File: src/rtl/rv32_halt_ctrl.sv
// Halt controller: detects EBREAK/ECALL accepted in ID, freezes fetch, drains EX/MEM/WB, then raises sticky halt.
// A watchdog forces halt on timeout. Optional HALT_CYCLE_COUNT_EN adds a cycle counter output for CPI reporting.
module rv32_halt_ctrl #(
    parameter int unsigned DRAIN_CYCLES = 3,
    parameter int unsigned TIMEOUT      = 100,
    parameter int unsigned CNT_W        = 32
) (
    input  logic             i_clk,
    input  logic             i_rst,
    input  logic             i_id_valid,
    input  logic [31:0]      i_id_instr,
    input  logic             i_stall,
    input  logic             i_flush,
    output logic             o_fetch_freeze,
    output logic             o_halt,
    output logic [1:0]       o_halt_cause
`ifdef HALT_CYCLE_COUNT_EN
    ,
    output logic [CNT_W-1:0] o_cycle_count
`endif
);

    localparam int unsigned      DRAIN_W  = (DRAIN_CYCLES > 1) ? $clog2(DRAIN_CYCLES) : 1;
    localparam logic [31:0]      EBREAK_W = 32'h0010_0073;
    localparam logic [31:0]      ECALL_W  = 32'h0000_0073;
    localparam bit               WD_EN    = (TIMEOUT != 0);
    localparam logic [CNT_W-1:0] WD_LIMIT = CNT_W'(TIMEOUT - 1);

    localparam logic [1:0] CAUSE_NONE   = 2'b00;
    localparam logic [1:0] CAUSE_EBREAK = 2'b01;
    localparam logic [1:0] CAUSE_ECALL  = 2'b10;
    localparam logic [1:0] CAUSE_WDOG   = 2'b11;

    typedef enum logic [1:0] {
        ST_RUN    = 2'b00,
        ST_DRAIN  = 2'b01,
        ST_HALTED = 2'b10
    } state_t;

    state_t             r_state;
    logic               r_freeze;
    logic               r_halt;
    logic [1:0]         r_cause;
    logic [DRAIN_W-1:0] r_drain_cnt;
    logic [CNT_W-1:0]   r_wd_cnt;

    logic       w_is_ebreak;
    logic       w_is_ecall;
    logic       w_accept;
    logic [1:0] w_cause;
    logic       w_wd_fire;

    // Exact-match decode; a flushed or stalled halt instruction is not accepted.
    assign w_is_ebreak = (i_id_instr == EBREAK_W);
    assign w_is_ecall  = (i_id_instr == ECALL_W);
    assign w_accept    = i_id_valid & (w_is_ebreak | w_is_ecall) & ~i_stall & ~i_flush;
    assign w_cause     = w_is_ebreak ? CAUSE_EBREAK : CAUSE_ECALL;
    assign w_wd_fire   = WD_EN && (r_wd_cnt == WD_LIMIT);

    always_ff @(posedge i_clk) begin
        if (i_rst) begin
            r_state     <= ST_RUN;
            r_freeze    <= 1'b0;
            r_halt      <= 1'b0;
            r_cause     <= CAUSE_NONE;
            r_drain_cnt <= '0;
            r_wd_cnt    <= '0;
        end else begin
            // Watchdog runs until halted and saturates rather than wrapping.
            if (r_state != ST_HALTED && r_wd_cnt != '1) begin
                r_wd_cnt <= r_wd_cnt + CNT_W'(1);
            end

            case (r_state)
                ST_RUN: begin
                    if (w_accept) begin
                        assert (DRAIN_CYCLES != 0)
                            else $error("rv32_halt_ctrl: DRAIN_CYCLES must be at least 1");
                        r_state     <= ST_DRAIN;
                        r_freeze    <= 1'b1;
                        r_cause     <= w_cause;
                        r_drain_cnt <= DRAIN_W'(DRAIN_CYCLES - 1);
                    end else if (w_wd_fire) begin
                        r_state  <= ST_HALTED;
                        r_freeze <= 1'b1;
                        r_halt   <= 1'b1;
                        r_cause  <= CAUSE_WDOG;
                    end
                end

                // Older instructions retire; ID-side inputs no longer matter.
                ST_DRAIN: begin
                    r_freeze <= 1'b1;
                    if (r_drain_cnt == '0) begin
                        r_state <= ST_HALTED;
                        r_halt  <= 1'b1;
                    end else begin
                        r_drain_cnt <= r_drain_cnt - DRAIN_W'(1);
                    end
                end

                ST_HALTED: begin
                    r_freeze <= 1'b1;
                    r_halt   <= 1'b1;
                end

                default: begin
                    r_state  <= ST_RUN;
                    r_freeze <= 1'b0;
                    r_halt   <= 1'b0;
                    r_cause  <= CAUSE_NONE;
                end
            endcase
        end
    end

    assign o_fetch_freeze = r_freeze;
    assign o_halt         = r_halt;
    assign o_halt_cause   = r_cause;

`ifdef HALT_CYCLE_COUNT_EN
    logic [CNT_W-1:0] r_cycle_cnt;

    // Counts cycles since reset release; the count stops on the edge that enters HALTED.
    always_ff @(posedge i_clk) begin
        if (i_rst) begin
            r_cycle_cnt <= '0;
        end else if (r_state != ST_HALTED && r_cycle_cnt != '1) begin
            r_cycle_cnt <= r_cycle_cnt + CNT_W'(1);
        end
    end

    assign o_cycle_count = r_cycle_cnt;
`endif

endmodule

File: config.mk
export PLATFORM = sky130hd
export DESIGN_NAME = rv32_halt_ctrl
export DESIGN_NICKNAME = d
export VERILOG_FILES = /design/src/rtl/rv32_halt_ctrl.sv
export SDC_FILE = /design/constraint.sdc
export NUM_CORES = 1
export LEC_CHECK = 0
export BUFFER_PORTS_ARGS = -buffer_cell sky130_fd_sc_hd__clkbuf_2
export CORE_ASPECT_RATIO = 0.5
export CORE_UTILIZATION = 45
export DETAILED_ROUTE_END_ITERATION = 10
export PLACE_DENSITY = 0.7
export SLEW_MARGIN = 20
export SYNTH_ARGS = -nofsm -noshare
export SYNTH_HDL_FRONTEND = slang
export SYNTH_SLANG_ARGS = --single-unit
export TNS_END_PERCENT = 50
File: constraint.sdc
create_clock -name i_clk -period 2.9 [get_ports i_clk]
set_clock_uncertainty 0.05 [all_clocks]
set_input_delay 0.145 -clock i_clk [delete_from_list [all_inputs] [get_ports i_clk]]
set_output_delay 0.145 -clock i_clk [all_outputs]
set_load 0.02 [all_outputs]
Word-level counts from Yosys, hierarchy flattened. Index checks and enable logic that the tools add are counted.

Add/sub/neg operators: 2. Equality and inequality tests: 13. Mux-type cells: 17. Bitwise operators: 8. Reduce and logical (&&, ||, !) cells: 9.

Operator list (number): 32-bit by 7-bit == test with 1-bit output (second input constant) (2); 32-bit by 1-bit adder with 32-bit output (second input constant) (1); 32-bit by 21-bit == test with 1-bit output (second input constant) (1); 32-bit inequality test (second input constant) (1); 2-bit 2-to-1 mux (8); 2-bit inequality test (second input constant) (6); 3-bit AND reduction (3); 2-bit one-hot mux with 2 select lines (2); 2-bit one-hot mux with 3 select lines (1); 2-bit logical NOT (2); 1-bit 2-to-1 mux (4); 1-bit NOT (4); 1-bit bitwise AND (3); 3-bit inequality test (second input constant) (1); 1-bit one-hot mux with 3 select lines (1); 2-bit by 1-bit == test with 1-bit output (second input constant) (1); 2-bit == test (second input constant) (1); 1-bit one-hot mux with 2 select lines (1); 2-bit AND reduction (1); 2-bit nonzero test (1); 2-bit OR reduction (1); 2-bit by 1-bit subtractor with 2-bit output (second input constant) (1); 1-bit logical AND (1); 1-bit bitwise OR (1).

Flip-flop bits (word level): 40. Input port bits: 37. Output and inout bits: 4. Logic and storage cells: 55.

Logic depth before layout (Yosys ltp).
Word-level depth: 7. Gate-level depth with buffers: 9. Gate-level depth less buffers: 8.

Worst setup path before layout. No wires, ideal clock.

Path kind: flip-flop to flip-flop. Start: register r_state[0]. End: register r_wd_cnt[29]. Setup time: 0.071 ns. Arrival time: 2.006 ns. Required time: 2.779 ns. Path slack: 0.773 ns. Stages on the path, launching flop included: 8. Buffers on the path: 0. Period minus slack after synthesis: 2.127 ns. Path through: dfxtp_1 inv_1 ha_1 nand3b_1 or4_1 a311o_1 or3_1 a21oi_1.

Word-level cells in the longest chain between the ends: 2.

RTL lines: start: declaration (line 40) `state_t r_state;`; start signal: assignment (line 62) `r_state <= ST_RUN;`; start signal: assignment (line 79) `r_state <= ST_DRAIN;`; start signal: assignment (line 84) `r_state <= ST_HALTED;`; 2-bit inequality test (line 70) `if (r_state != ST_HALTED && r_wd_cnt != '1) begin`; 1-bit logical AND (line 70); end signal: assignment (line 71) `r_wd_cnt <= r_wd_cnt + CNT_W'(1);`; end: declaration (line 45) `logic [CNT_W-1:0] r_wd_cnt;`.

Every way passes these cells. A chain may end at the register's enable or synchronous reset.

Worst setup path after layout.
Start: register r_state[0]. End: register r_wd_cnt[21].

The elaborated chain is that of the path after synthesis.

==> results.txt <==
- When the netlist entered floorplanning its net count stood at 314.
* Worst hold path endpoint: o_halt_cause[0]$_SDFFE_PP0P_
* Clk slew on worst S/H paths: 80 ps
- Count of endpoints failing setup in the final report: 0
- Fmax: 421 MHz
- The path class of the tightest hold or removal check is input port to register.
- The Yosys step of the flow raised 0 warnings.
* Initial antenna violation count: 0
- Count of placed standard cells including taps: 370
- By startpoint and endpoint, the worst setup path is classified as register to register.
* Most common library cell in the layout ignoring fill and taps: sky130_fd_sc_hd__nor2_1
- Number of buffers and inverters on the critical path: 1
- Cell family with most CP delay: simple AND/OR/NAND/NOR gates
- For the worst setup path, the data arrival time is 2480 ps.
* Most used cells in the layout excluding fill and tap cells: 46 x sky130_fd_sc_hd__nor2_1, 40 x sky130_fd_sc_hd__clkbuf_2, 40 x sky130_fd_sc_hd__dfxtp_1
- Of all cell types, the one taking the most synthesized area is sky130_fd_sc_hd__dfxtp_1.
- Final count of hold timing violations: 0
- Sum of net half-perimeters after detailed placement: 3660 um
- Cell Pwr Density: 394 mW/mm2
- The worst pin sits at a relative slew slack of 0.463.
* Aggregate negative setup slack: 0 ps
- Number of routed nets with antenna violations: 0
- Of all nets on the critical path, the largest fanout is 6.
- From left edge to right edge, the die measures 100 um.
* Overall power after layout: 0.999 mW
- The tree is rooted in a sky130_fd_sc_hd__clkbuf_8.
* Maximum vdd drop: 0.000206 V
- For this configuration, the core starts out at a cell density of 0.483.
- Site row count: 17
- # hold bufs at CTS: 0
- LEAKAGE: 0.912 nW
* Area of the mapped netlist: 0.00218 mm2
- Die boundary height: 51.2 um
* DR vias: 2,064
- For the worst flop-to-flop path, the logic depth is 8.
- Pin placement for this block handled 41 I/O pins.
* Number of distinct standard cells referenced by the synthesized netlist: 44
- The core region is 0.00451 mm2.
* Antenna diode count: 0
- After detailed routing, the number of remaining DRC violations is 0.
- Cell count after synthesis: 271
* Deepest level of the CTS H-tree: 2
- Post-route fraction of the period consumed by the critical path: 0.819
* Startpoint of the most critical hold path: i_id_instr[20]
- The clock drives 40 sinks.
- The via count of the first global-routing pass came to 1,886.
- Worst path max stage delay: 490 ps
- The first global-routing pass estimated 8040 um of wire.
- Number of detailed-route iterations in the first pass: 4
- In this run the tool buffered the top-level ports with 40 buffer cells.
- For this run, the register share of the synthesized area comes to 0.368.
* Number of buffers on the longest clock path: 2
- Final instance count without filler cells: 377
* Transition time at the pin with the least slew margin: 806 ps
- Max-cap violations: 0
- Post-cts sizing count: 0
- STA classifies the critical path endpoint as a register.
- Clock latency on the worst-skew pair, taken at its later pin, is 290 ps.
* Data required time at the worst endpoint: 3010 ps
- On the final layout, the worst hold slack is 123 ps.
- CP Cell Sequence: inv_1 -> ha_1 -> nand3b_1 -> or4_1 -> a41oi_1 -> nand4_1 -> xor2_1 -> nor2_1
- Number of inserted filler cells in the final layout: 438
- Post-CTS setup buffers: 0
- After synthesis, the mean cell area works out to 8.03 um2.
- Layout Nets: 354
- Routability congestion estimate: 0.824
- Area contributors post-synth: sky130_fd_sc_hd__dfxtp_1 37%, sky130_fd_sc_hd__nor2_1 7.9%, sky130_fd_sc_hd__xnor2_1 7.6%
* Prevailing post-synth register cell: sky130_fd_sc_hd__dfxtp_1
* Utilization after layout: 0.562
* Routed Wire Length: 4820 um
* Worst Hold Depth: 3
- The sequential cells in the finished layout cover a total of 801 um2.
- Share of synthesized flip-flops with an asynchronous set or reset: 0
- On the critical path, the stage with the largest delay is an instance of sky130_fd_sc_hd__a41oi_1.
* Setup crit start kind: register
- TritonCTS built the clock tree.
- Max Slew Vio Count: 0
- Worst reg2reg startpoint: r_state[0]$_SDFFE_PP0P_
* Global route total overflow: 0
- The flow ran to the end, and the final reports show no timing, DRC or antenna violations.
- 1st-iter DRT viols: 59
- After layout, the minimum clock period comes to 2370 ps.
- Signed area change from the synthesized netlist to the final layout: 16.5%
* Total global-route track usage: 0.202
- Share of layout cells above drive strength 1: 0.180
* Maximum number of pins on one net before global-route repair: 41
- Yosys mapped a number of flops with a built-in enable equal to 0.
- Floorplan die area: 0.00513 mm2
- Area taken by multi-input logic gates: 0.00131 mm2
- Of the post-synthesis cell area, the dominant cell type holds 0.368.
- Detail-routed via count per cell: 5.47
* Unrepaired setup endpoints after global routing: false
- In this run the register-to-register setup slack is 530 ps.
- Reg-to-Reg End: r_wd_cnt[21]$_SDFFE_PP0P_
- Routed length per placed instance: 12.8 um
- Counting flops and latches in the post-synthesis netlist gives 40.
- TritonCTS Buffers: 5
-- synthesized netlist by cell type (8+ instances only) --
master	instances
sky130_fd_sc_hd__clkbuf_1	8
sky130_fd_sc_hd__nand2_1	20
sky130_fd_sc_hd__nor2_1	46
sky130_fd_sc_hd__nand3_1	9
sky130_fd_sc_hd__nor4_1	17
sky130_fd_sc_hd__o21ai_0	10
sky130_fd_sc_hd__xnor2_1	19
sky130_fd_sc_hd__dfxtp_1	40
sky130_fd_sc_hd__nand4_1	11
sky130_fd_sc_hd__inv_1	8
sky130_fd_sc_hd__a21oi_1	12
-- metal layers --
| metal | track usage | up-vias | wire, um | share of wire |
|---|---|---|---|---|
| met1 | 0.250 | 951 | 2350 | 0.49 |
| li1 | - | 1058 | - | - |
| met3 | 0.0479 | 5 | 246 | 0.051 |
| met2 | 0.353 | 50 | 2170 | 0.45 |
| met5 | 0 | - | 0 | 0 |
| met4 | 0.0628 | 0 | 46 | 0.0095 |
-- sequential cells by signal, summed over array words and instances (netlist names) --
signal and flops:
r_wd_cnt 32, o_halt 1, o_fetch_freeze 1, r_state 2, r_drain_cnt 2, o_halt_cause 2
-- cell type report --
| type | instances | share of cell area |
|---|---|---|
| flip-flops and latches | 40 | 0.316 |
| repair buffers | 42 | 0.0849 |
| multi-input cells | 214 | 0.517 |
| well taps | 66 | 0.0326 |
| inverters | 8 | 0.0118 |
| clock buffers | 7 | 0.0380 |
-- report_power, final --
part	internal, mW	switching (mW)	total (mW)	leakage [nW]
Combinational	0.0257	0.0233	0.0490	0.539
Sequential	0.552	0.00429	0.557	0.323
Clock	0.212	0.182	0.393	0.0503
-- stage by stage --
stage / setup slack [ps] / cell area, um2
after floorplan: 773 / 2180
after global routing: 382 / 2530
after global placement: 651 / 2440
after detailed placement: 551 / 2440
final: 525 / 2530
after CTS: 550 / 2530
-- kinds of logic after synthesis --
| family | count (synthesis) | synth area share |
|---|---|---|
| AOI/OAI and AO/OA | 36 | 0.0995 |
| DFF | 40 | 0.368 |
| muxes | 1 | 0.00460 |
| xor gates and xnor gates | 24 | 0.0966 |
| adders and majority gates | 6 | 0.0345 |
| buffers and inverters | 17 | 0.0299 |
| and+or+nand+nor | 147 | 0.367 |
-- worst register-to-register path: stages, from the launching register on --
cell	delay [ps]
sky130_fd_sc_hd__dfxtp_1	380
sky130_fd_sc_hd__inv_1	100
sky130_fd_sc_hd__ha_1	240
sky130_fd_sc_hd__nand3b_1	160
sky130_fd_sc_hd__or4_1	430
sky130_fd_sc_hd__a41oi_1	490
sky130_fd_sc_hd__nand4_1	190
sky130_fd_sc_hd__xor2_1	160
sky130_fd_sc_hd__nor2_1	50
-- worst max-delay path by stage --
stage                                 start  cells after the start                   endpoint
finish              r_state[0]$_SDFFE_PP0P_                      8  r_wd_cnt[21]$_SDFFE_PP0P_
global route        r_state[0]$_SDFFE_PP0P_                      8  r_wd_cnt[21]$_SDFFE_PP0P_
CTS                 r_state[0]$_SDFFE_PP0P_                      8  r_wd_cnt[21]$_SDFFE_PP0P_
detailed placement  r_state[0]$_SDFFE_PP0P_                      8  r_wd_cnt[21]$_SDFFE_PP0P_
global placement    r_state[0]$_SDFFE_PP0P_                      8  r_wd_cnt[21]$_SDFFE_PP0P_
floorplan           r_state[0]$_SDFFE_PP0P_                      7  r_wd_cnt[29]$_SDFFE_PP0P_
No activity file was read; power rests on OpenSTA's default activity.
